==> config.mk <==
export PLATFORM = sky130hd
export DESIGN_NAME = onewire_master
export DESIGN_NICKNAME = d
export VERILOG_FILES = /design/src/rtl/onewire_master.sv
export SDC_FILE = /design/constraint.sdc
export NUM_CORES = 1
export LEC_CHECK = 0
export CAP_MARGIN = 20
export CORE_MARGIN = 2
export CORE_UTILIZATION = 62
export DETAILED_ROUTE_END_ITERATION = 10
export HOLD_SLACK_MARGIN = 0.08
export PLACE_DENSITY = 0.94
export SLEW_MARGIN = 20
export SYNTH_ARGS = -nofsm -noshare
export SYNTH_HDL_FRONTEND = slang
export SYNTH_SLANG_ARGS = --single-unit
==> constraint.sdc <==
create_clock -name CLK -period 4.4 [get_ports CLK]
set_input_delay 0.66 -clock CLK [delete_from_list [all_inputs] [get_ports CLK]]
set_output_delay 0.66 -clock CLK [all_outputs]
set_load 0.02 [all_outputs]
==> src/rtl/onewire_master.sv <==
// onewire_master: byte-level 1-Wire bus master.
// Runs bus reset/presence, write-byte and read-byte sequences on an open-drain line.
// All slot timing is derived from CLK through a microsecond prescaler.
//
// Ports:
//   CLK, RST        clock, asynchronous active-high reset
//   CMD_VALID/READY command handshake (READY high only while idle)
//   CMD_OP          00 reset/presence, 01 write byte, 10 read byte, 11 no-op
//   CMD_DATA        byte to write, captured on accept
//   RSP_VALID       one-cycle completion pulse
//   RSP_DATA        last byte read (held)
//   RSP_PRESENCE    presence result of last reset op (held)
//   BUSY            inverse of CMD_READY
//   W_OUT           registered bus drive, 0 pulls low, 1 releases
//   W_IN            sensed bus level, asynchronous
module onewire_master #(
  parameter int unsigned CLK_PER_US = 100
) (
  input  logic       CLK,
  input  logic       RST,
  input  logic       CMD_VALID,
  output logic       CMD_READY,
  input  logic [1:0] CMD_OP,
  input  logic [7:0] CMD_DATA,
  output logic       RSP_VALID,
  output logic [7:0] RSP_DATA,
  output logic       RSP_PRESENCE,
  output logic       BUSY,
  output logic       W_OUT,
  input  logic       W_IN
);

  localparam int unsigned     PreW   = $clog2(CLK_PER_US);
  localparam logic [PreW-1:0] PreMax = PreW'(CLK_PER_US - 1);

  localparam logic [1:0] OpReset = 2'b00;
  localparam logic [1:0] OpWrite = 2'b01;
  localparam logic [1:0] OpRead  = 2'b10;

  typedef enum logic [2:0] {
    StIdle, StRstLow, StRstRel, StSlotLow, StSlotRel, StDone
  } state_e;

  state_e          state_q;
  logic [PreW-1:0] pre_q;
  logic [8:0]      us_q;
  logic [1:0]      sync_q;
  logic [1:0]      op_q;
  logic [7:0]      data_q;
  logic [2:0]      bit_q;
  logic [7:0]      rd_q;
  logic            pres_q;
  logic            w_out_q;
  logic            ready_q;
  logic            rsp_valid_q;
  logic [7:0]      rsp_data_q;
  logic            rsp_pres_q;

  logic       us_tick;
  logic       w_sync;
  logic       slot_one;
  logic       phase_end;
  logic [8:0] phase_len;

  assign us_tick = (pre_q == PreMax);
  assign w_sync  = sync_q[1];
  // Read slots use the same short-low timing as a written 1.
  assign slot_one = (op_q != OpWrite) || data_q[bit_q];

  always_comb begin
    phase_len = 9'd1;
    case (state_q)
      StRstLow, StRstRel: phase_len = 9'd480;
      StSlotLow:          phase_len = slot_one ? 9'd6 : 9'd60;
      StSlotRel:          phase_len = slot_one ? 9'd64 : 9'd10;
      default:            phase_len = 9'd1;
    endcase
  end

  // Last cycle of the current phase.
  assign phase_end = us_tick && (us_q == phase_len - 9'd1);

  always_ff @(posedge CLK or posedge RST) begin
    if (RST) begin
      state_q     <= StIdle;
      pre_q       <= '0;
      us_q        <= '0;
      sync_q      <= '0;
      op_q        <= '0;
      data_q      <= '0;
      bit_q       <= '0;
      rd_q        <= '0;
      pres_q      <= 1'b0;
      w_out_q     <= 1'b1;
      ready_q     <= 1'b1;
      rsp_valid_q <= 1'b0;
      rsp_data_q  <= '0;
      rsp_pres_q  <= 1'b0;
    end else begin
      sync_q      <= {sync_q[0], W_IN};
      rsp_valid_q <= 1'b0;
      if (us_tick) begin
        pre_q <= '0;
        us_q  <= us_q + 9'd1;
      end else begin
        pre_q <= pre_q + PreW'(1);
      end

      unique case (state_q)
        StIdle: begin
          if (CMD_VALID) begin
            op_q    <= CMD_OP;
            data_q  <= CMD_DATA;
            bit_q   <= '0;
            pre_q   <= '0;
            us_q    <= '0;
            ready_q <= 1'b0;
            case (CMD_OP)
              OpReset: begin
                state_q <= StRstLow;
                w_out_q <= 1'b0;
              end
              OpWrite, OpRead: begin
                state_q <= StSlotLow;
                w_out_q <= 1'b0;
              end
              default: begin
                state_q     <= StDone;
                rsp_valid_q <= 1'b1;
              end
            endcase
          end
        end
        StRstLow: begin
          if (phase_end) begin
            state_q <= StRstRel;
            w_out_q <= 1'b1;
            pre_q   <= '0;
            us_q    <= '0;
          end
        end
        StRstRel: begin
          if (us_q == 9'd70 && pre_q == '0) pres_q <= ~w_sync;
          if (phase_end) begin
            state_q     <= StDone;
            rsp_valid_q <= 1'b1;
            rsp_pres_q  <= pres_q;
            pre_q       <= '0;
            us_q        <= '0;
          end
        end
        StSlotLow: begin
          if (phase_end) begin
            state_q <= StSlotRel;
            w_out_q <= 1'b1;
            pre_q   <= '0;
            us_q    <= '0;
          end
        end
        StSlotRel: begin
          // 15 us after slot start.
          if (op_q == OpRead && us_q == 9'd9 && pre_q == '0) rd_q[bit_q] <= w_sync;
          if (phase_end) begin
            pre_q <= '0;
            us_q  <= '0;
            if (bit_q == 3'd7) begin
              state_q     <= StDone;
              rsp_valid_q <= 1'b1;
              if (op_q == OpRead) rsp_data_q <= rd_q;
            end else begin
              bit_q   <= bit_q + 3'd1;
              state_q <= StSlotLow;
              w_out_q <= 1'b0;
            end
          end
        end
        StDone: begin
          state_q <= StIdle;
          ready_q <= 1'b1;
        end
        default: begin
          state_q <= StIdle;
          w_out_q <= 1'b1;
          ready_q <= 1'b1;
        end
      endcase
    end
  end

  assign CMD_READY    = ready_q;
  assign BUSY         = ~ready_q;
  assign W_OUT        = w_out_q;
  assign RSP_VALID    = rsp_valid_q;
  assign RSP_DATA     = rsp_data_q;
  assign RSP_PRESENCE = rsp_pres_q;

endmodule

After elaboration in Yosys (flattened, before gate mapping)
Cells that the tools add are included.
{"block": "op_classes", "n_mul": 0, "order_cmp": 2, "n_reduce_logical": 25, "div_mod_pow": 0, "shifts": 0, "bitwise": 4, "mux": 42, "n_eq_ne": 22, "addsub": 4}
{"cell": "$mux 7", "count": 4}
{"cell": "$mux 3", "count": 9}
{"cell": "$mux 9", "count": 3}
{"cell": "$pmux 9 s3", "count": 1}
{"cell": "$pmux 9 s2", "count": 1}
{"cell": "$pmux 3 s5", "count": 1}
{"cell": "$ne 2x2->1 const B", "count": 7}
{"cell": "$pmux 7 s2", "count": 1}
{"cell": "$mux 1", "count": 13}
{"cell": "$pmux 3 s2", "count": 2}
{"cell": "$reduce_and 2->1", "count": 5}
{"cell": "$add 9x1->9 const B", "count": 1}
{"cell": "$eq 3x3->1 const B", "count": 3}
{"cell": "$eq 9x4->1 const B", "count": 1}
{"cell": "$eq 9x7->1 const B", "count": 1}
{"cell": "$eq 9x9->1", "count": 1}
{"cell": "$sub 9x1->9 const B", "count": 1}
{"cell": "$bwmux 8", "count": 1}
{"cell": "$reduce_and 4->1", "count": 2}
{"cell": "$reduce_or 2->1", "count": 4}
{"cell": "$add 7x1->7 const B", "count": 1}
{"cell": "$eq 7x7->1 const B", "count": 1}
{"cell": "$logic_not 7->1", "count": 1}
{"cell": "$eq 3x2->1 const B", "count": 2}
{"cell": "23 further kinds", "count": 32}
{"block": "word_totals", "latchBits": 0, "ramBits": 0, "mem_count": 0, "reg_bits": 55, "romBits": 0, "wordCells": 113, "inputBits": 14, "out_inout_bits": 13}

Longest topological paths before layout
{"block": "depth", "word_depth": 10, "mapped_depth": 12, "depth_no_buf": 10}

Least setup slack after synthesis
OpenSTA, ideal clock, no wires.
{"block": "synth_timing", "kind": "reg2reg", "start": "register bit_q[0]", "end": "register rsp_data_q[0] (netlist: RSP_DATA[0])", "arrival_time_ns": 2.570, "stages_incl_launch_ff": 11, "required_time_ns": 4.275, "period_less_slack_ns": 2.695, "setup_ns": 0.125, "path_buffers": 2, "path_slack_ns": 1.705, "cell_sequence": "dfrtp_1 -> buf_6 -> mux2i_1 -> o22ai_2 -> o31a_1 -> or3_4 -> a211oi_4 -> and2_1 -> buf_6 -> nand4_4 -> mux2_4"}
{"block": "synth_between", "elab_chain_cells": 9, "elab_cells_between_ends": 11, "classes_between": "1 x add/sub; 2 x eq/ne; 5 x mux; 3 x reduce/logical"}
{"item": "start, declared", "line": "50", "source": "logic [2:0] bit_q;"}
{"item": "start signal, assigned", "line": "171", "source": "bit_q <= bit_q + 3'd1;"}
{"item": "$bmux 1 s3", "line": "68", "source": "assign slot_one = (op_q != OpWrite) || data_q[bit_q];"}
{"item": "$mux 1 (not written as such)", "line": "68"}
{"item": "$logic_or 1x1->1", "line": "68"}
{"item": "$mux 7 / $mux 6 (equally long branches)", "line": "75, 74"}
{"item": "$pmux 9 s3", "line": "72", "source": "case (state_q)"}
{"item": "$sub 9x1->9", "line": "81", "source": "assign phase_end = us_tick && (us_q == phase_len - 9'd1);"}
{"item": "$eq 9x9->1", "line": "81"}
{"item": "$logic_and 1x1->1", "line": "81"}
{"item": "$reduce_and 4->1 (no line) (*)"}
{"item": "end signal, assigned", "line": "169", "source": "if (op_q == OpRead) rsp_data_q <= rd_q;"}
{"item": "end, declared", "line": "56", "source": "logic [7:0] rsp_data_q;"}
Every way passes the cells marked *; elsewhere a longest branch is shown, timed or not. The select of a mux whose other input is x is not followed.
A chain may end at the register's enable or synchronous reset.

Worst setup path in the final report
Same ends and word-level chain as after synthesis.

==> flow_metrics.env <==
export IMPL_required_ns=4.60
export IMPL_rows=25
export IMPL_numCtsBuffers=5
export IMPL_grt_first_pass_wirelength_mm=10.7
export IMPL_die_h_um=74.5
export IMPL_final_common_cell="dfrtp_1"
export IMPL_met3_usage_pct=5.42
export IMPL_hp_start="sync_q[0]"
export IMPL_gp_congestion=1.00
export IMPL_status="complete, no violations"
export IMPL_mostFrequentLayoutCells="53 x dfrtp_1, 35 x nor2_1, 26 x clkdlybuf4s50_1"
export IMPL_areaGrowthSynthToFinish_pct=11.7
export IMPL_max_freq_mhz=306
export IMPL_cts_hold_buf=0
export IMPL_drtIter0Drc=191
export IMPL_multi_input_area_um2=1570
export IMPL_worstMarginPinSlew_ns=0.919
export IMPL_routed_wl_mm=6.47
export IMPL_final_max_slew_viol_count=0
export IMPL_coreArea_um2=4750
export IMPL_hp_class="register to register"
export IMPL_peakVddDrop_v=0.000322
export IMPL_endpoint_kind="register"
export IMPL_use_met2_pct=42.7
export IMPL_path_cells="mux2i_1 -> o22ai_2 -> o31a_1 -> or3_4 -> a211oi_4 -> and2_1 -> nand4_4 -> mux2_4"
export IMPL_synthesis_area_um2=3080
export IMPL_design_die_area_um2=5550
export IMPL_first_global_vias=2241
export IMPL_rrSetupSlack_ns=1.14
export IMPL_rsz0062_at_grt="false"
export IMPL_regArea_um2=1380
export IMPL_diodes=0
export IMPL_ys_seq_area_share_pct=44.8
export IMPL_ys_ff_latch=55
export IMPL_grt_overflow=0
export IMPL_wire_per_inst_um=16.8
export IMPL_cts_max_level=2
export IMPL_worst_setup_path_start_kind="register"
export IMPL_worst_r2r_cell_count=8
export IMPL_synth_warnings=0
export IMPL_final_hold_viol_count=0
export IMPL_cts_buffer_depth=2
export IMPL_skew_ns=0.00560
export IMPL_grt_max_degree=56
export IMPL_busiest_layer="met2"
export IMPL_drt_pass1_iter_count=4
export IMPL_nNetsFinal=340
export IMPL_p_leak_nw=1.47
export IMPL_r2r_end="RSP_DATA[0]"
export IMPL_path_clk_slew_ns=0.10
export IMPL_crit_fanout=16
export IMPL_met1_usage_pct=33.0
export IMPL_die_w_um=74.5
export IMPL_syn_area_per_cell_um2=10.2
export IMPL_crit_type="register to register"
export IMPL_synth_edf_count=0
export IMPL_max_slew_margin_pct=38.7
export IMPL_cts_resized=0
export IMPL_synthFlopType="dfrtp_1"
export IMPL_crit_path_start="bit_q[0]"
export IMPL_dp_hpwl_mm=4.64
export IMPL_powerDensity_nw_per_um2=466
export IMPL_port_buffers=26
export IMPL_arrival_ns=3.46
export IMPL_period_needed_ns=3.26
export IMPL_crit_slowest_cell="dfrtp_1"
export IMPL_routed_via_count=2333
export IMPL_holdPathStages=0
export IMPL_syn_num_nets=324
export IMPL_pin_count=27
export IMPL_cap_violations=0
export IMPL_cts_tree="built"
export IMPL_setup_viol=0
export IMPL_ys_types=56
export IMPL_syn_inst=302
export IMPL_finalSetupTns_ns=0
export IMPL_insertion_delay_ns=0.31
export IMPL_vias_per_cell=6.04
export IMPL_cts_sinks=55
export IMPL_layout_drive_gt1_share_pct=15.7
export IMPL_fillers=329
export IMPL_reg2reg_from="bit_q[0]"
export IMPL_async_reset_ff_share_pct=100
export IMPL_start_util_pct=64.8
export IMPL_slowest_delay_ns=0.70
export IMPL_fin_crit_sh_pct=74.2
export IMPL_post_cts_setup_buffers=0
export IMPL_grtUsageTotal_pct=25.4
export IMPL_min_to="sync_q[1]"
export IMPL_clock_root_buffer="clkbuf_8"
export IMPL_ant_nets=0
export IMPL_hold_slack_ns=0.368
export IMPL_antenna_found_initial=0
export IMPL_drc=0
## worst max path at each step
stage / end / cells after the start
3_3_place_gp: RSP_DATA[2] / 8
4_1_cts: RSP_DATA[0] / 8
3_5_place_dp: RSP_DATA[0] / 8
6_report: RSP_DATA[0] / 8
5_1_grt: RSP_DATA[0] / 8
2_1_floorplan: RSP_DATA[0] / 10
## metrics by stage
stage                     power, mW  worst slack (ns)  util (%)  std cells  instance area (um^2)
after floorplan                1.17              1.71         -        302                  3080
after global placement         1.27              1.32      70.3        378                  3340
after detailed placement       1.32              1.20      70.4        378                  3350
after CTS                      1.60              1.19      72.3        386                  3440
after global routing           1.71             0.968      72.3        386                  3440
final                          1.60              1.14      72.3        386                  3440
## routing by layer
metal,vias up,part of all wire (%)
li1,1094,-
met1,1137,43
met2,90,50
met3,12,5.4
met4,0,1.7
met5,-,0
## where the power goes
group,internal [mW],switching [mW]
logic,0.246,0.254
registers,0.630,0.185
clock network,0.116,0.171
## worst max-delay path: cells and delay by family, from the launching register on
| family | cells | cell delay, ns |
|---|---|---|
| compound gates | 3 | 0.82 |
| flops | 1 | 0.70 |
| mux | 2 | 0.70 |
| simple gates | 3 | 0.95 |
## cells by family after synthesis
family	Yosys count	share of synthesized area, %
buf+inv	29	4.19
mux	33	12.9
simple gates	121	20.5
xor+xnor	15	4.27
compound gates	41	10.1
fa+ha+maj	8	3.25
flops	55	44.8
## final cells by class
type                    instances  share of cell area [%]
inverters                      11                    1.24
flip-flops and latches         55                    40.1
clock buffers                   5                    2.00
clock inverters                 3                   0.655
well taps                      67                    2.44
multi-input cells             218                    45.8
repair buffers                 27                    7.79
## synthesized netlist by cell type (2+ instances only)
master / number / area, um^2
ha_1: 8 / 100
clkbuf_1: 9 / 33.8
buf_2: 4 / 20.0
nor2b_1: 5 / 31.3
and3_1: 2 / 12.5
mux2_2: 19 / 214
mux2i_1: 5 / 50.1
xor2_1: 6 / 52.6
nor4_1: 4 / 25.0
nor3_1: 9 / 45.0
or3_1: 2 / 12.5
nor2_1: 36 / 135
o211ai_1: 6 / 45.0
o311a_1: 2 / 20.0
nand3_1: 14 / 70.1
xnor2_1: 9 / 78.8
o31ai_1: 2 / 15.0
and2_1: 3 / 18.8
buf_1: 3 / 11.3
nor3b_1: 2 / 15.0
buf_6: 2 / 22.5
mux2_4: 8 / 120
dfrtp_1: 53 / 1330
a311oi_1: 2 / 17.5
dfstp_2: 2 / 52.6
nand4_1: 4 / 25.0
inv_1: 11 / 41.3
nand3b_1: 5 / 37.5
a21oi_1: 9 / 45.0
nand2b_1: 6 / 37.5
nand2_1: 20 / 75.1
o21ai_0: 6 / 30.0
## registers in the layout (all words and copies together), names as in the netlist
| name | flops |
|---|---|
| pre_q | 7 |
| RSP_DATA | 8 |
| pres_q | 1 |
| sync_q | 2 |
| rd_q | 8 |
| RSP_PRESENCE | 1 |
| data_q | 8 |
| CMD_READY | 1 |
| RSP_VALID | 1 |
| op_q | 2 |
| W_OUT | 1 |
| us_q | 9 |
| state_q | 3 |
| bit_q | 3 |
Power figures use the tool's default switching activity.
